File: src/rtl/beat_pkg.sv
// Shared constants for the buzzer beat timer: beat codes, tempo encodings,
// FSM state encoding and the simulation speed-up divisor.
package beat_pkg;

    // Beat codes: each step halves the note length, starting from a whole note
    localparam logic [3:0] BEAT_WHOLE   = 4'd0;
    localparam logic [3:0] BEAT_HALF    = 4'd1;
    localparam logic [3:0] BEAT_QUARTER = 4'd2;
    localparam logic [3:0] BEAT_8TH     = 4'd3;
    localparam logic [3:0] BEAT_16TH    = 4'd4;
    localparam logic [3:0] BEAT_32ND    = 4'd5;
    localparam logic [3:0] BEAT_64TH    = 4'd6;
    localparam logic [3:0] BEAT_MAX     = BEAT_64TH;

    // Tempo modes
    localparam logic [1:0] TEMPO_X1   = 2'b00;  // nominal
    localparam logic [1:0] TEMPO_X2   = 2'b01;  // twice as long
    localparam logic [1:0] TEMPO_HALF = 2'b10;  // half as long
    localparam logic [1:0] TEMPO_3Q   = 2'b11;  // three quarters as long

    // All durations are divided by this when simulating
    localparam int SIM_DIV = 100;

    typedef enum logic {
        ST_IDLE = 1'b0,
        ST_RUN  = 1'b1
    } state_e;

endpackage

File: src/rtl/beat_period_calc.sv
// Combinational beat/tempo/dotted -> note period in clock cycles.
// Arithmetic is done two bits wider than the counter so that x2 and dotted
// scaling cannot wrap; the result saturates to all-ones and never reads 0.
// The whole-note base is assumed to fit in CNT_W bits.
module beat_period_calc
    import beat_pkg::*;
#(
    parameter int CLK_HZ = 50_000_000,
    parameter int CNT_W  = 30,
    parameter int IS_SIM = 0
) (
    input  logic [3:0]       beat,
    input  logic [1:0]       tempo,
    input  logic             dotted,
    output logic [CNT_W-1:0] period,
    output logic             valid
);

    localparam int EXT_W = CNT_W + 2;
    localparam longint unsigned W_FULL = 64'(CLK_HZ) * 64'd2;
    localparam longint unsigned W_BASE = (IS_SIM != 0) ? (W_FULL / 64'(SIM_DIV)) : W_FULL;
    localparam logic [EXT_W-1:0] W_EXT = EXT_W'(W_BASE);

    logic [EXT_W-1:0] p_base;
    logic [EXT_W-1:0] p_tempo;
    logic [EXT_W-1:0] p_dot;

    // Scale the whole note by beat, tempo and dot, then clamp into CNT_W bits
    always_comb begin
        p_base  = W_EXT >> beat;
        p_tempo = p_base;
        case (tempo)
            TEMPO_X2:   p_tempo = p_base << 1;
            TEMPO_HALF: p_tempo = p_base >> 1;
            TEMPO_3Q:   p_tempo = (p_base >> 1) + (p_base >> 2);
            default:    p_tempo = p_base;
        endcase
        p_dot = dotted ? (p_tempo + (p_tempo >> 1)) : p_tempo;

        if (p_dot[EXT_W-1:CNT_W] != 2'b00) begin
            period = '1;
        end else if (p_dot[CNT_W-1:0] == '0) begin
            period = CNT_W'(1);
        end else begin
            period = p_dot[CNT_W-1:0];
        end
        valid = (beat <= BEAT_MAX);
    end

endmodule

File: src/rtl/beat_timer.sv
// Note-duration timer for the buzzer music path. Accepts a note on start,
// times its period with pause/abort support and reports busy/done/err.
// Optional articulation gap (gate drops for the last N>>4 cycles) is
// enabled by defining BEAT_TIMER_GAP_EN.
module beat_timer
    import beat_pkg::*;
#(
    parameter int CLK_HZ = 50_000_000,
    parameter int CNT_W  = 30,
    parameter int IS_SIM = 0
) (
    input  logic             clk,
    input  logic             rst_n,
    input  logic             start,
    input  logic [3:0]       beat,
    input  logic [1:0]       tempo,
    input  logic             dotted,
    input  logic             pause,
    input  logic             abort,
    output logic             busy,
    output logic             done,
    output logic             gate,
    output logic             err,
    output logic [CNT_W-1:0] remaining
);

    state_e           state_q, state_d;
    logic [CNT_W-1:0] rem_q, rem_d;
    logic             done_q, done_d;
    logic             err_q, err_d;
    logic [CNT_W-1:0] period;
    logic             beat_ok;
    logic             accept;

    beat_period_calc #(
        .CLK_HZ (CLK_HZ),
        .CNT_W  (CNT_W),
        .IS_SIM (IS_SIM)
    ) u_calc (
        .beat   (beat),
        .tempo  (tempo),
        .dotted (dotted),
        .period (period),
        .valid  (beat_ok)
    );

    // A note is taken only from IDLE, which includes the done cycle
    assign accept = (state_q == ST_IDLE) && start && beat_ok;

    // Next-state logic: accept/reject in IDLE, count down with pause/abort in RUN
    always_comb begin
        state_d = state_q;
        rem_d   = rem_q;
        done_d  = 1'b0;
        err_d   = 1'b0;
        case (state_q)
            ST_IDLE: begin
                if (accept) begin
                    state_d = ST_RUN;
                    rem_d   = period;
                end else if (start) begin
                    err_d = 1'b1;
                end
            end
            ST_RUN: begin
                if (abort) begin
                    state_d = ST_IDLE;
                    rem_d   = '0;
                end else if (!pause) begin
                    if (rem_q == CNT_W'(1)) begin
                        state_d = ST_IDLE;
                        rem_d   = '0;
                        done_d  = 1'b1;
                    end else begin
                        rem_d = rem_q - CNT_W'(1);
                    end
                end
            end
            default: begin
                state_d = ST_IDLE;
                rem_d   = '0;
            end
        endcase
    end

    // State, counter and pulse registers
    always_ff @(posedge clk or negedge rst_n) begin
        if (!rst_n) begin
            state_q <= ST_IDLE;
            rem_q   <= '0;
            done_q  <= 1'b0;
            err_q   <= 1'b0;
        end else begin
            state_q <= state_d;
            rem_q   <= rem_d;
            done_q  <= done_d;
            err_q   <= err_d;
        end
    end

    assign busy      = (state_q == ST_RUN);
    assign done      = done_q;
    assign err       = err_q;
    assign remaining = rem_q;

`ifdef BEAT_TIMER_GAP_EN
    logic [CNT_W-1:0] gap_q;
    logic [CNT_W-1:0] gap_d;
    logic [CNT_W-1:0] period_div16;

    assign period_div16 = period >> 4;
    assign gap_d        = (period_div16 == '0) ? CNT_W'(1) : period_div16;

    // Gap length is latched with the note so later input changes cannot move it
    always_ff @(posedge clk or negedge rst_n) begin
        if (!rst_n) begin
            gap_q <= '0;
        end else if (accept) begin
            gap_q <= gap_d;
        end
    end

    assign gate = busy && (rem_q > gap_q);
`else
    assign gate = busy;
`endif

endmodule

File: config.mk
export PLATFORM = sky130hd
export DESIGN_NAME = beat_timer
export DESIGN_NICKNAME = d
export VERILOG_FILES = /design/src/rtl/beat_pkg.sv /design/src/rtl/beat_period_calc.sv /design/src/rtl/beat_timer.sv
export SDC_FILE = /design/constraint.sdc
export NUM_CORES = 1
export LEC_CHECK = 0
export BUFFER_PORTS_ARGS = -buffer_cell sky130_fd_sc_hd__clkbuf_2
export CAP_MARGIN = 40
export CORE_MARGIN = 2
export CORE_UTILIZATION = 40
export CTS_CLUSTER_DIAMETER = 30
export DETAILED_ROUTE_END_ITERATION = 6
export PLACE_DENSITY = 0.69
export SYNTH_ARGS = -nofsm -noshare
export SYNTH_HDL_FRONTEND = slang
export SYNTH_SLANG_ARGS = --single-unit
File: constraint.sdc
create_clock -name clk -period 2.65 [get_ports clk]
set_clock_uncertainty 0.15 [all_clocks]
set_input_delay 0.53 -clock clk [delete_from_list [all_inputs] [get_ports clk]]
set_output_delay 0.53 -clock clk [all_outputs]
set_load 0.03 [all_outputs]
Word level (Yosys, flattened, before mapping)
Index checks and enable logic that the tools add are counted.
{"block": "classes", "n_addsub": 3, "multipliers": 0, "div_mod_pow": 0, "n_lt_le_gt_ge": 1, "eq_ne": 6, "shift": 1, "muxes": 21, "bitwise": 1, "reduce_logical": 5}
{"op": "$mux 30", "n": 6}
{"op": "$pmux 32 s3", "n": 1}
{"op": "$pmux 30 s2", "n": 1}
{"op": "$add 31x30->32", "n": 1}
{"op": "$add 32x31->32", "n": 1}
{"op": "$mux 32", "n": 1}
{"op": "$shr 27x4->32 const A", "n": 1}
{"op": "$eq 30x1->1 const B", "n": 1}
{"op": "$logic_not 30->1", "n": 1}
{"op": "$sub 30x1->30 const B", "n": 1}
{"op": "$mux 1", "n": 11}
{"op": "$eq 2x2->1 const B", "n": 2}
{"op": "$le 4x3->1 const B", "n": 1}
{"op": "$ne 3x3->1 const B", "n": 1}
{"op": "$eq 2x1->1 const B", "n": 1}
{"op": "$logic_and 1x1->1", "n": 2}
{"op": "$ne 2x2->1 const B", "n": 1}
{"op": "$pmux 1 s2", "n": 1}
{"op": "$reduce_and 2->1", "n": 1}
{"op": "$reduce_bool 2->1", "n": 1}
{"op": "$not 1->1", "n": 1}
{"block": "word_totals", "regBits": 33, "latch_bits": 0, "ramBits": 0, "mem_bits_ro": 0, "out_inout_bits": 34, "elab_cells": 42, "memories": 0}

Depth between registers and ports, before layout
Gate-level depths: netlist of the first run.
{"block": "depth", "ltp_word": 10, "mapped_depth": 27}

Modules after synthesis
A second synthesis of the first run with hierarchy kept.
{"block": "unflattened", "cells_unflattened": 1060, "hier_area_um2": 7373.3}
{"mod": "beat_period_calc", "n_inst": 1, "cells_per_inst": 813, "area_each_um2": 5225.0, "seq_area_each_um2": 0.0}
{"mod": "beat_timer", "n_inst": 1, "cells_per_inst": 247, "area_each_um2": 2148.3, "seq_area_each_um2": 825.8}

Least setup slack after synthesis of the first run
Ideal clock, no wire load.
{"block": "synth_timing", "path_kind": "input -> register", "start": "in beat[0]", "end": "reg rem_q[0] (netlist: remaining[0])", "setup_time_ns": 0.076, "t_arrival_ns": 5.829, "t_required_ns": 2.424, "path_slack_ns": -3.406, "cell_stages": 24, "n_path_buf": 3, "cell_sequence": "clkbuf_1 > buf_1 > clkbuf_1 > nand2_1 > a31oi_1 > ha_1 > fa_1 > a211oi_1 > o31ai_1 > and2b_1 > o21ai_0 > a21oi_1 > xnor2_1 > a211oi_1 > ha_1 > a21o_1 > a211o_1 > nor4_1 > a21oi_1 > a221o_1 > nand2_1 > or4bb_1 > o21a_1 > o21ai_1"}
{"block": "synth_between", "elab_chain_cells": 10, "elab_cells_between_ends": 15, "classes_between": "add/sub (2); order compare (1); eq/ne (1); shift (1); mux (6); reduce/logical (4)"}
{"item": "start, declared", "line_no": "beat_timer.sv:15", "rtl": "input logic [3:0] beat,"}
{"item": "$shr 27x4->32", "line_no": "beat_period_calc.sv:30", "rtl": "p_base = W_EXT >> beat;"}
{"item": "$add 31x30->32", "line_no": "beat_period_calc.sv:35", "rtl": "TEMPO_3Q: p_tempo = (p_base >> 1) + (p_base >> 2);"}
{"item": "$pmux 32 s3", "line_no": "beat_period_calc.sv:32", "rtl": "case (tempo)"}
{"item": "$add 32x31->32", "line_no": "beat_period_calc.sv:38", "rtl": "p_dot = dotted ? (p_tempo + (p_tempo >> 1)) : p_tempo;"}
{"item": "$mux 32", "line_no": "beat_period_calc.sv:38"}
{"item": "$logic_not 30->1", "line_no": "beat_period_calc.sv:42", "rtl": "end else if (p_dot[CNT_W-1:0] == '0) begin"}
{"item": "$mux 30", "line_no": "beat_period_calc.sv:42"}
{"item": "$mux 30", "line_no": "beat_period_calc.sv:40", "rtl": "if (p_dot[EXT_W-1:CNT_W] != 2'b00) begin"}
{"item": "$mux 30", "line_no": "beat_timer.sv:58", "rtl": "if (accept) begin"}
{"item": "$pmux 30 s2", "line_no": "beat_timer.sv:56", "rtl": "case (state_q)"}
{"item": "end signal, assigned", "line_no": "beat_timer.sv:95", "rtl": "rem_q <= rem_d;"}
{"item": "end, declared", "line_no": "beat_timer.sv:28", "rtl": "logic [CNT_W-1:0] rem_q, rem_d;"}
Parallel ways exist; a longest one is shown, timed or not. The select of a mux whose other input is x is not followed.
A chain may end at the register's enable or synchronous reset.

Worst setup path after layout of the first run
{"block": "layout_timing", "start": "in beat[2]", "end": "reg rem_q[0] (netlist: remaining[0])"}
The elaborated chain is that of the path after synthesis.

==> results of run 1 <==
==> cells by family after synthesis <==
| group | share of synthesized area (%) |
|---|---|
| xor gates and xnor gates | 5.18 |
| adders and majority gates | 11.0 |
| muxes | 2.78 |
| AOI/OAI and AO/OA | 36.4 |
| and+or+nand+nor | 27.0 |
| buffers and inverters | 5.41 |
| DFF | 12.2 |
==> repair_timing <==
| item | CTS | global route |
|---|---|---|
| cloned | 1 | 1 |
| resized for setup | 173 | 124 |
| setup endpoints to repair | 30 | 30 |
| setup buffers | 36 | 24 |
| pin swaps | 83 | 84 |
==> synth_stat cells, types with 14 or more instances <==
| cell | n |
|---|---|
| nor3_1 | 34 |
| xor2_1 | 16 |
| ha_1 | 56 |
| a31oi_1 | 19 |
| a211oi_1 | 17 |
| nor2_1 | 91 |
| xnor2_1 | 24 |
| a21o_1 | 25 |
| nor2b_1 | 14 |
| a21oi_1 | 104 |
| dfrtp_1 | 33 |
| o21ai_0 | 90 |
| and2_1 | 14 |
| clkbuf_1 | 39 |
| nand2b_1 | 14 |
| nand2_1 | 104 |
| inv_1 | 24 |
| nand3_1 | 25 |
==> cell type report <==
type,count,share of cell area [%]
Inverter,25,0.875
Timing Repair Buffer,452,29.6
Multi-Input combinational cell,862,59.3
Sequential cell,33,6.83
Clock buffer,8,1.12
Tap cell,220,2.27
==> worst max-delay path by stage <==
stage	cells after the start	to	from
after global routing	25	remaining[0]	beat[2]
after global placement	27	remaining[0]	beat[2]
after CTS	26	remaining[0]	beat[1]
final	25	remaining[0]	beat[2]
after detailed placement	26	remaining[0]	beat[2]
after floorplan	24	remaining[0]	beat[0]
==> per-layer routing <==
metal / global-route usage, % / part of all wire [%]
met3: 2.38 / 5.8
met5: 0 / 0
met4: 17.0 / 6.7
met2: 57.9 / 49
met1: 38.0 / 39
==> worst reg2reg max path, delay by kind of cell, from the launching register on <==
kind	cells	cell delay [ns]
compound gates	3	0.42
simple gates	8	1.82
flops	1	0.42
==> state kept, by name (all words and copies together), names as in the netlist <==
name / flops
remaining: 30
busy: 1
done: 1
err: 1
==> stage by stage <==
step,cells,power (uW)
2_1_floorplan,985,3460
3_3_place_gp,1540,5300
3_5_place_dp,1540,5380
4_1_cts,1584,6570
5_1_grt,1600,7770
6_report,1600,7410
==> power by group <==
group,switching [uW],internal (uW),total [uW]
combinational,3090,2890,5980
clock,208,349,558
sequential,227,651,878
==> qor.txt, run 1 <==
outcome: finished with violations
failing checks: setup timing
PD cells: 610 nW/um^2
global-route wire length before repair: 47300 um
most common cell after layout, fill and taps aside: buf_4
CTS Buffer Depth: 2
multi-input logic area: 7210 um^2
R2R depth: 11
Routed WL: 32300 um
drt via density: 6.18
data arrival time of the worst path: 5.47 ns
Crit path required time: 2.67 ns
fin area: 12200 um^2
H-tree levels: 2
async set-reset flop share out of synthesis: 100%
critical path fanouts, max: 5
Routed wire per std cell: 20.2 um
Synth area leaders: dfrtp_1, ha_1, a21oi_1
Clk pin slew, worst setup/hold paths: 0.05 ns
Synth top area share: 12.2%
Die H: 134 um
Top FF cell, synth: dfrtp_1
Area growth syn-to-layout: 79.8%
Pre-Repair DR Iteration Count: 5
largest net degree at the start of global routing: 34
via count: 9892
most frequent cells in the layout: buf_4, nand2_1, nor2_1
Max-slew headroom: 22.9%
initial drt markers: 794
P_leak: 0.00545 uW
GR Util All Layers: 32.1%
hold crit path type: primary input to async pin
Netlist Area Pre-Place: 6760 um^2
worst path bufs/invs: 2
antenna diode count: 0
FMAX: 184 MHz
clk root buf: clkbuf_16
Crit Path Category: primary input to flop
final core occ: 73.5%
residual DRC count: 0
net count after synthesis: 1055
reg2reg start: remaining[4]
die area: 18000 um^2
Peak VDD IR: 557 uV
Startpoint Class: primary input
synth warn: 0
share of cells above drive strength 1: 50.7%
Die Wd: 134 um
IO Port Bufs: 45
Worst R2R End: remaining[27]
Seq cells post-synth: 33
final worst setup slack: -2.80 ns
total core area: 16500 um^2
Worst path slowest cell: fa_2
Starting Density: 40.9%
Post-CTS Hold Fix Bufs: 0
Max Slew Vio Count: 0
Worst Tran Pin Value: 1.13 ns
initial antenna violation count: 0
RSZ-0062 raised after global routing: yes
cell family with the largest share of critical-path delay: compound AO/OA/AOI/OAI gates
reg2reg setup slack: -0.28 ns
I/O pin count: 46
placed cell areas: 10100 um^2
Netlist cell types: 86
Final period util: 206%
FF/Latch Area: 830 um^2
Final Hold Viols: 0
Syn Inst Count: 985
Post-Place Worst Slack: -3.19 ns
Sum Neg Setup Slack: -61.39 ns
GRT overflow: 0
vias in the first global route: 9564
Max-Cap Viols: 0
Post-synth EDFFs: 0
CTS sink count: 33
sequential-to-total area share from yosys stat: 12.2%
Yosys top cell by area: dfrtp_1
Final setup viols: 30
FP Rows: 47
fill cell count: 1156
DP HPWL: 21700 um
Hold WS: 0.193 ns
Clock Latency Late Sink: 0.28 ns
crit path time final: 5.45 ns
average cell area after synthesis: 6.86 um^2
CP Capture Type: flop
Routed Antenna Nets: 0
CP peak stage delay: 0.38 ns
Num CTS Buffers: 5
CTS tree: done
nets@finish: 1449
RD Place Congestion: 0.961
Power figures use the tool's default switching activity.
==> run 2, diff against run 1 <==
- CTS_BUF_LIST: unset -> sky130_fd_sc_hd__clkbuf_8
==> qor.txt, run 2 (synthesis results as in run 1) <==
Post-Place Worst Slack: -3.19 ns
GR Util All Layers: 32.2%
die area: 18000 um^2
hold crit path type: primary input to async pin
FMAX: 184 MHz
Max Slew Vio Count: 0
CTS tree: done
Final setup viols: 30
residual DRC count: 0
Routed Antenna Nets: 0
total core area: 16500 um^2
Max-Cap Viols: 0
clk root buf: clkbuf_8
P_sw: 3330 uW
max FFs per register: 30
Clk pwr share: 5.2%
Max-slew headroom: 14.9%
CP Capture Type: flop
Startpoint Class: primary input
Clk pin slew, worst setup/hold paths: 0.07 ns
I/O pin count: 46
CTS sink count: 33
Die H: 134 um
Seq pwr share: 12.6%
most common cell after layout, fill and taps aside: buf_4
Crit Path Category: primary input to flop
CTS Buffer Depth: 2
data arrival time of the worst path: 5.51 ns
Pre-Repair DR Iteration Count: 6
final total power: 6940 uW
critical path fanouts, max: 5
Starting Density: 40.9%
Final period util: 205%
Clock Latency Late Sink: 0.30 ns
Area growth syn-to-layout: 75.9%
switch share: 48.0%
vias in the first global route: 9542
P_leak: 0.00536 uW
global-route wire length before repair: 47500 um
final worst setup slack: -2.78 ns
Worst path slowest cell: fa_2
Die Wd: 134 um
Num CTS Buffers: 5
Routed WL: 30700 um
crit path time final: 5.43 ns
H-tree levels: 2
initial antenna violation count: 0
FP Rows: 47
drt via density: 6.05
antenna diode count: 0
DP HPWL: 21700 um
initial drt markers: 719
Comb pwr share: 82.2%
IO Port Bufs: 45
largest net degree at the start of global routing: 34
Final Hold Viols: 0
cell internal pwr: 3610 uW
RD Place Congestion: 0.961
RSZ-0062 raised after global routing: yes
Peak VDD IR: 426 uV
share of cells above drive strength 1: 49.7%
CP peak stage delay: 0.40 ns
most frequent cells in the layout: buf_4, nand2_1, nor2_1
Crit path required time: 2.73 ns
via count: 9697
Routed wire per std cell: 19.1 um
failing checks: setup timing
Worst Tran Pin Value: 1.24 ns
outcome: finished with violations
nets@finish: 1453
Post-CTS Hold Fix Bufs: 0
GRT overflow: 0
PD cells: 584 nW/um^2
[run 2: cell types whose count changed in the layout (fill, tap and decap cells not counted), moves of 3 or more]
cell       delta
buf_4        +24
inv_1         +3
a21oi_1       +4
clkbuf_16     -5
buf_6        -20
clkbuf_1      -3
nand2_1       +3
clkbuf_8      +5
[run 2: power groups by stage]
stage / logic [uW] / registers, uW / clock network [uW]
finish: 5700 / 874 / 362
global route: 6070 / 896 / 386
CTS: 5200 / 870 / 364
detailed placement: 4510 / 878 / 0
global placement: 4430 / 871 / 0
floorplan: 2330 / 1130 / 0
[run 2: what timing repair did]
item,CTS,global route
buffers inserted,41,15
endpoints found under the setup margin,30,30
pin swaps,91,52
resized for setup,186,66
gates cloned,1,1
[run 2: final timing paths]
kind	endpoint	cells past startpoint	slack, ns	startpoint
worst max-delay path	remaining[0]	25	-2.78	beat[2]
worst min-delay path	remaining[6]	1	0.19	rst_n
worst max register to register	remaining[27]	11	-0.25	remaining[4]
worst min register to register	remaining[29]	1	0.38	remaining[29]
max in group asynchronous	remaining[3]	1	1.58	rst_n
min in group clk	done	2	0.27	pause
[run 2: area by class of cell]
class / count / area, um^2
multi-input cells: 862 / 7050
inverters: 25 / 106
repair buffers: 456 / 3550
fillers: 1203 / 4630
flip-flops and latches: 33 / 830
clock inverters: 3 / 11.3
clock buffers: 5 / 68.8
well taps: 220 / 275
[run 2: metrics by stage]
step	setup TNS, ns	cells	utilization (%)	hold WS [ns]	cell area (um^2)
3_5_place_dp	-71.74	1540	60.9	0.369	10100
5_1_grt	-64.83	1604	72.0	0.250	11900
2_1_floorplan	-52.37	985	-	0.0844	7250
4_1_cts	-54.63	1588	69.1	0.211	11400
3_3_place_gp	-69.45	1540	60.9	0.357	10100
6_report	-60.59	1604	72.0	0.185	11900
[run 2: layer usage]
| metal | GRT usage (%) | part of all wire [%] |
|---|---|---|
| met4 | 16.5 | 5.4 |
| met5 | 0 | 0 |
| met2 | 58.2 | 50 |
| met1 | 38.4 | 39 |
| met3 | 2.04 | 5.4 |
[run 2: critical path: cells and delay by family]
kind	cells	cell delay (ns)
AND/OR/NAND/NOR	6	1.27
XOR/XNOR	1	0.22
adder cells (fa/ha/maj)	3	0.79
buffers and inverters	3	0.42
AO/OA/AOI/OAI	12	2.27
==> run 3, diff against run 2 <==
- CORE_ASPECT_RATIO: unset -> 0.75
- CTS_CLUSTER_DIAMETER: 30 -> unset
==> qor.txt, run 3 (synthesis results as in run 1) <==
antenna diode count: 0
clk root buf: clkbuf_8
metal3 WL: 3560 um
residual DRC count: 2
fill cell count: 1189
placed cell count: 1531
DR top layer: met4
final non-filler cell total: 1609
P_leak: 0.00537 uW
placed cell areas: 10000 um^2
Area growth syn-to-layout: 73.8%
Max-Cap Viols: 0
H-tree levels: 2
Final period util: 209%
crit path time final: 5.54 ns
CP Capture Type: flop
share of cells above drive strength 1: 49.1%
Worst path slowest cell: a211oi_4
M1 WL: 13800 um
final total power: 6980 uW
fin area: 11700 um^2
initial antenna violation count: 0
failing checks: DRC, setup timing
Routed Antenna Nets: 0
most frequent cells in the layout: buf_4, nand2_1, nor2_1
P_sw: 3430 uW
Die Wd: 154 um
initial drt markers: 1518
max FFs per register: 30
nets@finish: 1464
FP Rows: 41
Max Slew Vio Count: 0
Clock Latency Late Sink: 0.30 ns
IO Port Bufs: 45
CTS tree: done
outcome: finished with violations
Worst Tran Pin Value: 0.685 ns
RD Place Congestion: 0.989
Final setup viols: 30
die area: 18000 um^2
global-route wire length before repair: 48300 um
met2 routed WL: 14600 um
Die H: 117 um
GR Util All Layers: 33.1%
GRT overflow: 0
FMAX: 180 MHz
most common cell after layout, fill and taps aside: buf_4
Final Hold Viols: 0
cell internal pwr: 3550 uW
Peak VDD IR: 416 uV
hold crit path type: primary input to flop
CTS Buffer Depth: 2
Clk pin slew, worst setup/hold paths: 0.07 ns
Num CTS Buffers: 5
via count: 10140
Routed WL: 33100 um
largest net degree at the start of global routing: 28
vias in the first global route: 9161
Clk pwr share: 5.3%
PD cells: 594 nW/um^2
DP HPWL: 22400 um
total core area: 16700 um^2
Startpoint Class: primary input
Hold WS: 0.278 ns
Comb pwr share: 82.2%
most frequent CP cell: buf_4
critical path fanouts, max: 9
I/O pin count: 46
drt via density: 6.30
Routed wire per std cell: 20.6 um
Crit path required time: 2.73 ns
CTS sink count: 33
final worst setup slack: -2.89 ns
Pre-Repair DR Iteration Count: 7
data arrival time of the worst path: 5.62 ns
switch share: 49.1%
Crit Path Category: primary input to flop
CP peak stage delay: 0.44 ns
Starting Density: 40.5%
RSZ-0062 raised after global routing: yes
Max-slew headroom: 53.2%
Seq pwr share: 12.5%
[run 3: cell count changes in the layout (fill, tap and decap cells not counted), sizes merged]
cell	change
buf	+10
inv	-1
dlygate4sd3	+1
[run 3: what timing repair did]
item / in CTS / in global routing
endpoints found under the setup margin: 30 / 30
pin swaps: 75 / 55
resized for setup: 140 / 81
hold endpoints to repair: 7 / 0
hold buffers: 1 / 0
buffers inserted: 52 / 24
[run 3: power groups by stage]
stage / logic, uW / clock network, uW / registers (uW)
3_3_place_gp: 4480 / 0 / 866
3_5_place_dp: 4540 / 0 / 873
6_report: 5740 / 369 / 873
5_1_grt: 6060 / 391 / 892
2_1_floorplan: 2330 / 0 / 1130
4_1_cts: 5100 / 372 / 865
[run 3: through the flow]
step                      setup TNS (ns)  setup WS [ns]  utilization, %
final                             -63.35          -2.89            70.5
after global routing              -67.19          -3.05            70.5
after CTS                         -57.38          -2.67            67.0
after detailed placement          -74.30          -3.53            60.0
after global placement            -70.94          -3.24            59.8
after floorplan                   -52.37          -2.60               -
[run 3: area by class of cell]
| type | count | area, um^2 | share of cell area (%) |
|---|---|---|---|
| Timing Repair Buffer | 467 | 3570 | 30.4 |
| Tap cell | 215 | 269 | 2.29 |
| Clock buffer | 5 | 68.8 | 0.586 |
| Inverter | 25 | 98.8 | 0.841 |
| Clock inverter | 2 | 8.76 | 0.0745 |
| Sequential cell | 33 | 830 | 7.06 |
| Multi-Input combinational cell | 862 | 6900 | 58.7 |
[run 3: final timing paths]
kind                               start             to  slack (ns)  cells after the start
max in group asynchronous          rst_n  remaining[11]        1.44                      3
min reg2reg                remaining[29]  remaining[29]        0.37                      1
min in group asynchronous          rst_n   remaining[7]        0.49                      2
max reg2reg                 remaining[4]  remaining[27]       -0.33                     11
min                                pause           done        0.28                      2
max                              beat[2]   remaining[0]       -2.89                     29
[run 3: critical path: cells and delay by family]
family	cells	cell delay, ns
xor+xnor	2	0.35
simple gates	6	1.08
compound gates	9	1.78
buf+inv	9	1.22
mux	1	0.20
fa+ha+maj	2	0.44
[run 3: layer usage]
layer / global-route usage [%] / up-vias
met2: 53.1 / 728
met4: 6.60 / 0
li1: - / 4518
met3: 5.53 / 136
met1: 47.3 / 4758
met5: 0 / -
